<file path="config.mk">
export PLATFORM = sky130hd
export DESIGN_NAME = seg7_scan_driver
export DESIGN_NICKNAME = d
export VERILOG_FILES = /design/src/rtl/seg7_scan_driver.sv
export SDC_FILE = /design/constraint.sdc
export NUM_CORES = 1
export LEC_CHECK = 0
export CORE_MARGIN = 2
export CORE_UTILIZATION = 33
export DETAILED_ROUTE_END_ITERATION = 8
export PLACE_DENSITY = 0.61
export SYNTH_ARGS = -nofsm -noshare
export SYNTH_HDL_FRONTEND = slang
export SYNTH_SLANG_ARGS = --single-unit
</file>
<file path="constraint.sdc">
create_clock -name clk -period 3.15 [get_ports clk]
set_input_delay 0.63 -clock clk [delete_from_list [all_inputs] [get_ports clk]]
set_output_delay 0.63 -clock clk [all_outputs]
set_load 0.02 [all_outputs]
</file>
<file path="src/rtl/seg7_scan_driver.sv">
// seg7_scan_driver: two-digit time-multiplexed 7-segment driver with per-frame digit snapshot.
// Latency: seg/an are registered, one cycle after (sel, prescaler, shadow digits, blank).
// Backpressure: none; dv/ch are sampled only on the snapshot edge, and frame_tick marks each load.
//
// Ports:
//   clk        rising-edge clock
//   reset_n    asynchronous active-low reset
//   dv, ch     units / tens BCD digits from the upstream counter
//   blank      forces both anodes inactive while high
//   seg[6:0]   segment lines, seg[0]=a .. seg[6]=g
//   an[1:0]    anode lines, an[0]=units, an[1]=tens
//   frame_tick one-cycle pulse when the shadow digits are reloaded
//
// Optional build macro SEG7_LZ_BLANK_EN: suppress a leading zero in the tens slot.

module seg7_scan_driver #(
    parameter int SCAN_DIV       = 1000,  // cycles per digit slot, 2..65535
    parameter int DEAD_CYC       = 2,     // anodes-off cycles at slot start, < SCAN_DIV
    parameter bit SEG_ACTIVE_LOW = 1'b1,
    parameter bit AN_ACTIVE_LOW  = 1'b1
) (
    input  logic       clk,
    input  logic       reset_n,
    input  logic [3:0] dv,
    input  logic [3:0] ch,
    input  logic       blank,
    output logic [6:0] seg,
    output logic [1:0] an,
    output logic       frame_tick
);

    localparam logic [15:0] P_LAST  = 16'(SCAN_DIV - 1);
    localparam logic [15:0] P_DEAD  = 16'(DEAD_CYC);
    localparam logic [6:0]  SEG_OFF = SEG_ACTIVE_LOW ? 7'h7F : 7'h00;
    localparam logic [1:0]  AN_OFF  = AN_ACTIVE_LOW  ? 2'b11 : 2'b00;

    // BCD to active-high segments (g..a); non-BCD codes show a dash.
    function automatic logic [6:0] bcd_to_seg(input logic [3:0] d);
        logic [6:0] s;
        case (d)
            4'd0:    s = 7'h3F;
            4'd1:    s = 7'h06;
            4'd2:    s = 7'h5B;
            4'd3:    s = 7'h4F;
            4'd4:    s = 7'h66;
            4'd5:    s = 7'h6D;
            4'd6:    s = 7'h7D;
            4'd7:    s = 7'h07;
            4'd8:    s = 7'h7F;
            4'd9:    s = 7'h6F;
            default: s = 7'h40;
        endcase
        return s;
    endfunction

    // Scan state
    logic [15:0] p_q, p_d;
    logic        sel_q, sel_d;        // 0 = units slot, 1 = tens slot
    logic [3:0]  sh_dv_q, sh_dv_d;
    logic [3:0]  sh_ch_q, sh_ch_d;

    // Registered outputs
    logic [6:0]  seg_q, seg_d;
    logic [1:0]  an_q, an_d;
    logic        frame_tick_q, frame_tick_d;

    // Internal decode nets
    logic        p_wrap;
    logic        snap;
    logic        an_vis;
    logic        lz_hide;
    logic [3:0]  digit;
    logic [6:0]  seg_on;
    logic [1:0]  an_on;

    // ------------------------------------------------------------------
    // State register
    // ------------------------------------------------------------------
    always_ff @(posedge clk or negedge reset_n) begin
        if (!reset_n) begin
            p_q          <= '0;
            sel_q        <= 1'b0;
            sh_dv_q      <= '0;
            sh_ch_q      <= '0;
            seg_q        <= SEG_OFF;
            an_q         <= AN_OFF;
            frame_tick_q <= 1'b0;
        end else begin
            p_q          <= p_d;
            sel_q        <= sel_d;
            sh_dv_q      <= sh_dv_d;
            sh_ch_q      <= sh_ch_d;
            seg_q        <= seg_d;
            an_q         <= an_d;
            frame_tick_q <= frame_tick_d;
        end
    end

    // ------------------------------------------------------------------
    // Next-state: prescaler, slot select, frame snapshot
    // ------------------------------------------------------------------
    always_comb begin
        p_wrap       = (p_q == P_LAST);
        // The snapshot lands at the end of the tens slot so the next frame
        // (units then tens) is drawn entirely from one captured pair.
        snap         = p_wrap && sel_q;
        p_d          = p_wrap ? 16'd0 : p_q + 16'd1;
        sel_d        = p_wrap ? ~sel_q : sel_q;
        sh_dv_d      = snap ? dv : sh_dv_q;
        sh_ch_d      = snap ? ch : sh_ch_q;
        frame_tick_d = snap;
    end

    // ------------------------------------------------------------------
    // Output decode: segments always follow the slot digit; only the
    // anodes are gated by dead time, blank and leading-zero suppression.
    // ------------------------------------------------------------------
    always_comb begin
        digit  = sel_q ? sh_ch_q : sh_dv_q;
        seg_on = bcd_to_seg(digit);
        seg_d  = SEG_ACTIVE_LOW ? ~seg_on : seg_on;

`ifdef SEG7_LZ_BLANK_EN
        lz_hide = sel_q && (sh_ch_q == 4'd0);
`else
        lz_hide = 1'b0;
`endif

        an_vis = (p_q >= P_DEAD) && !blank && !lz_hide;
        an_on  = an_vis ? (sel_q ? 2'b10 : 2'b01) : 2'b00;
        an_d   = AN_ACTIVE_LOW ? ~an_on : an_on;
    end

    assign seg        = seg_q;
    assign an         = an_q;
    assign frame_tick = frame_tick_q;

endmodule

</file>
# == Word level (Yosys, flattened, before mapping) ==
# Memories as Yosys holds them, arrays and structs flattened.
# Index checks and enable logic that the tools add are counted.
# totals
n_memories,1
mem_bits_ro,112
elab_cells,21
output_inout_bits,10
ff_bits,35
# mem_list
name,words,width,rd,rd_clocked_by_memory_dff,write_ports,line_no,text
(no name shown),16,7,1,0,0,40,case (d)
# classes
muxes,4
n_bitwise,3
reduce_logical,3
order_cmp,1
n_eq_ne,1
n_addsub,1
# op_table
cell,count
adder 16 x 1 -> 16 bit (second input constant),1
equality test 16 x 10 -> 1 bit (second input constant),1
>= comparator 16 x 2 -> 1 bit (second input constant),1
two-way mux 16 bit,1
NOT 7 bit,1
two-way mux 2 bit,2
two-way mux 4 bit,1
logical AND 1 bit,2
NOT 2 bit,1
logical NOT 1 bit,1
NOT 1 bit,1

# == Logic depth before layout (Yosys ltp) ==
# logic_depth
word_depth,4
ltp_mapped,6
ltp_nobuf,5

# == Least setup slack after synthesis ==
# Ideal clock, no wire load.
# synth_path
path_kind,flip-flop to flip-flop
startpoint,register p_q[13]
endpoint,register sh_ch_q[0]
arrival_time_ps,1937
required_ps,3025
path_stages_with_launch,4
synth_period_minus_slack_ps,2062
setup_slack_ps,1088
cell_sequence,dfrtp_1 or4_4 nor4_4 mux2_4
# synth_via
elab_chain_cells,2
# synth_lines
item,line_no,text
from (decl),57,"logic [15:0] p_q, p_d;"
from (signal assigned),89,p_q <= p_d;
equality test 16 x 10 -> 1 bit,103,p_wrap = (p_q == P_LAST);
logical AND 1 bit,106,snap = p_wrap && sel_q;
net frame_tick_d,65,"logic frame_tick_q, frame_tick_d;"
to (signal assigned),92,sh_ch_q <= sh_ch_d;
to (decl),60,"logic [3:0] sh_ch_q, sh_ch_d;"
# The timed path passes the listed nets, and every way through them passes these cells.
# A chain may end at the register's enable or synchronous reset.

# == Worst setup path after layout ==
# layout_path
startpoint,register p_q[0]
endpoint,register sh_ch_q[1]
# The elaborated chain is that of the path after synthesis.

==> impl.org <==
** Cells and area
- Diode count :: 0
- Most common cell after layout, fill and taps aside :: dfrtp_1
- Fill cell instance count of the final layout :: 453
- Layout Nets :: 179
- Most used cells in the layout excluding fill and tap cells :: dfrtp_1 (26), clkdlybuf4s50_1 (20), dfstp_2 (9)
- Layout area overhead :: 23.6%
- Final design instance area without fill :: 2060 sq um
- Share of final-layout standard cells stronger than drive strength 1 :: 0.204

** Synthesis
- Synth unique cells :: 27
- For this run, the register share of the synthesized area comes to 0.532.
- The Yosys step of the flow raised 0 warnings.
- Cell type with the largest total area after synthesis :: dfrtp_1
- After synthesis, the mean cell area works out to 12.3 sq um.
- The number of nets in the synthesized netlist is 154.
- Synthesized instance count :: 136
- Synthesis-stage register bit count :: 35
- Yosys attributes the largest share of cell area to dfrtp_1 (39%), dfstp_2 (14%), mux2_4 (7.2%).
- Share of Yosys cell area claimed by the top area cell type :: 0.390
- After synthesis the cells add up to 1670 sq um.

** Routing
- DR pass1 iterations :: 4
- After the first detailed-routing iteration, the DRC count stood at 49.
- Antenna-violating nets left :: 0
- DRT Wirelength :: 3.16 mm
- After detailed routing, the number of remaining DRC violations is 0.
- Routed WL per cell :: 13.8 um
- Vias per inst :: 5.07
- The detailed router placed 1161 vias in this run.

** Timing
- In the finished design, the share of the clock period the worst path needs comes to 0.743.
- Final period demand of the worst path :: 2340 ps
- Based on the critical path, the design can be clocked at up to 0.427 GHz.
- Setup violations remaining at the end of the flow were counted as 0.
- Relative max-transition margin :: 0.392
- Final hold slack :: 493 ps
- Final count of pins violating max slew :: 0
- On the final layout, the worst clock skew is 10.6 ps.
- Final setup TNS :: 0 ps
- Setup repair after global routing left no endpoint under its margin.
- Worst-margin pin slew :: 886 ps
- Number of hold violations in the final report :: 0

** Floorplanning
- For this design the top-level I/O count stands at 21.
- The core region is 4790 sq um.
- The die covers 5640 sq um.
- The floorplan step set the die height to 75.1 um.
- Row cnt :: 25
- Starting density of the core :: 0.348
- Horizontal die dimension :: 75.1 um

** Critical path
- Kind of launch point of the worst setup path :: flip-flop
- Required arrival time at the worst endpoint :: 3330 ps
- In this run the worst setup path begins at p_q[0].
- Startpoint of the worst-slack reg-to-reg timing path :: p_q[0]
- The setup check on the worst reg-to-reg path leaves a slack of 810 ps.
- The number of cells on the worst reg-to-reg path is 4.
- Ordered list of cells on the worst path :: ha_1 > nand4_1 > nor4_4 > mux2_4
- The largest single stage delay on the critical path is 850 ps.
- Cell at the slowest stage of the critical path :: nor4_4
- Critical path fanouts, max :: 9
- The worst setup path is of the reg -> reg kind.
- In this run the critical register-to-register path is captured at sh_ch_q[1].
- The worst setup path is captured at a flip-flop.
- For the worst setup path, the data arrival time is 2520 ps.

** Clocking
- The clock passes through at most 2 buffers.
- Number of gates resized after CTS :: 0
- H-tree level count :: 2
- Clock tree from TritonCTS :: built
- The tree is rooted in a clkbuf_8.
- Clk_lat worst skew :: 290 ps
- Number of buffers inserted during clock tree synthesis :: 5
- Total number of clock tree sinks :: 35
- Clock-pin slew was measured on the worst setup and hold paths at 80 ps.
- For this design, the CTS-stage hold fixing added 0 buffers.
- Buffer count from post-CTS setup fixing :: 0

** Placed design
- Number of buffers inserted by port buffering :: 20
- HPWL after detailed placement :: 2.33 mm
- Placed instance area :: 1950 sq um
- The congestion estimate from routability-driven global placement came to 0.807.

** Hold path
- The tightest min-delay check is of the reg -> reg type.
- WHS Endpoint :: p_q[15]
- Hold Startpoint :: p_q[15]
- Worst Hold Path Cells :: 1

** Power
- Power spread over the standard cell area amounts to 425 nW/um^2.
- P_leak :: 0.000899 uW
- IR analysis of the VDD net gives a maximum drop of 0.195 mV.
- Tot Pwr :: 877 uW

** Outcome
- Status :: completed

** GRT
- The via count of the first global-routing pass was 1178.
- Antenna violations before repair :: 0
- Wire length of the first global-routing pass :: 5.40 mm
- For this run the aggregate overflow at the end of global routing stands at 0.
- Global router's overall resource usage :: 0.129
- Entering global routing, the biggest net connects 36 pins.

** Flow run
- Max-cap violations in this run came to 0.
-- per-stage QoR --
step	setup WS, ps	utilization	instances
2_1_floorplan	1090	-	136
3_3_place_gp	909	0.407	221
3_5_place_dp	795	0.407	221
4_1_cts	787	0.431	229
5_1_grt	648	0.431	229
6_report	810	0.431	229
-- layer usage --
metal	global-route usage	vias up	part of all wire
met5	0	-	0
met4	0.0476	0	0.012
met3	0.0375	4	0.036
met2	0.221	27	0.52
met1	0.154	586	0.43
li1	-	544	-
-- area by class of cell --
cell class,instances,area (sq um),area share
Tap cell,67,83.8,0.0407
Multi-Input combinational cell,93,751,0.364
Clock buffer,5,68.8,0.0334
Sequential cell,35,887,0.430
Inverter,5,18.8,0.00911
Timing Repair Buffer,21,208,0.101
Clock inverter,3,43.8,0.0213
-- cells in the mapped netlist --
cell,number
dfrtp_1,26
dfstp_2,9
a21oi_1,8
mux2_4,8
xor2_1,8
ha_1,7
nand3_1,6
nor2_1,6
inv_1,5
mux2i_1,5
nand2_1,5
nand4_1,5
o21ai_0,5
nor3_1,4
nor4_1,4
or3_1,4
clkbuf_1,3
mux2_2,3
or4_1,3
a22oi_1,2
nor4_4,2
or4_4,2
xnor2_1,2
a31oi_1,1
nand2b_1,1
o31ai_1,1
o41a_1,1
-- where the power goes --
| group | total, uW | leakage, uW | switching, uW | internal (uW) |
|---|---|---|---|---|
| combinational | 25.8 | 0.000398 | 12.2 | 13.6 |
| sequential | 451 | 0.000442 | 0.121 | 451 |
| clock | 400 | 0.0000581 | 165 | 235 |
-- worst max path at each step --
stage | cells after the start | endpoint
floorplan | 3 | sh_ch_q[0]
global placement | 4 | sh_dv_q[1]
detailed placement | 4 | sh_ch_q[0]
CTS | 4 | sh_ch_q[0]
global route | 4 | sh_ch_q[1]
finish | 4 | sh_ch_q[1]
-- critical path: cells and delay by family, from the launching register on --
kind | cells | cell delay (ps)
and+or+nand+nor | 2 | 1230
DFF | 1 | 390
adders and majority gates | 1 | 260
muxes | 1 | 350
-- state kept, by name (all words and copies together) (netlist names) --
| signal | cells |
|---|---|
| sh_ch_q | 4 |
| an | 2 |
| sel_q | 1 |
| sh_dv_q | 4 |
| seg | 7 |
| p_q | 16 |
| frame_tick | 1 |
-- logic make-up after synthesis --
logic type               Yosys count  synth area share
AND/OR/NAND/NOR                   42             0.160
flip-flops                        35             0.532
AO/OA/AOI/OAI                     18            0.0630
multiplexers                      16             0.122
XOR/XNOR                          10            0.0525
buffers and inverters              8            0.0180
adder cells (fa/ha/maj)            7            0.0525
(Power assumes the default switching activity.)
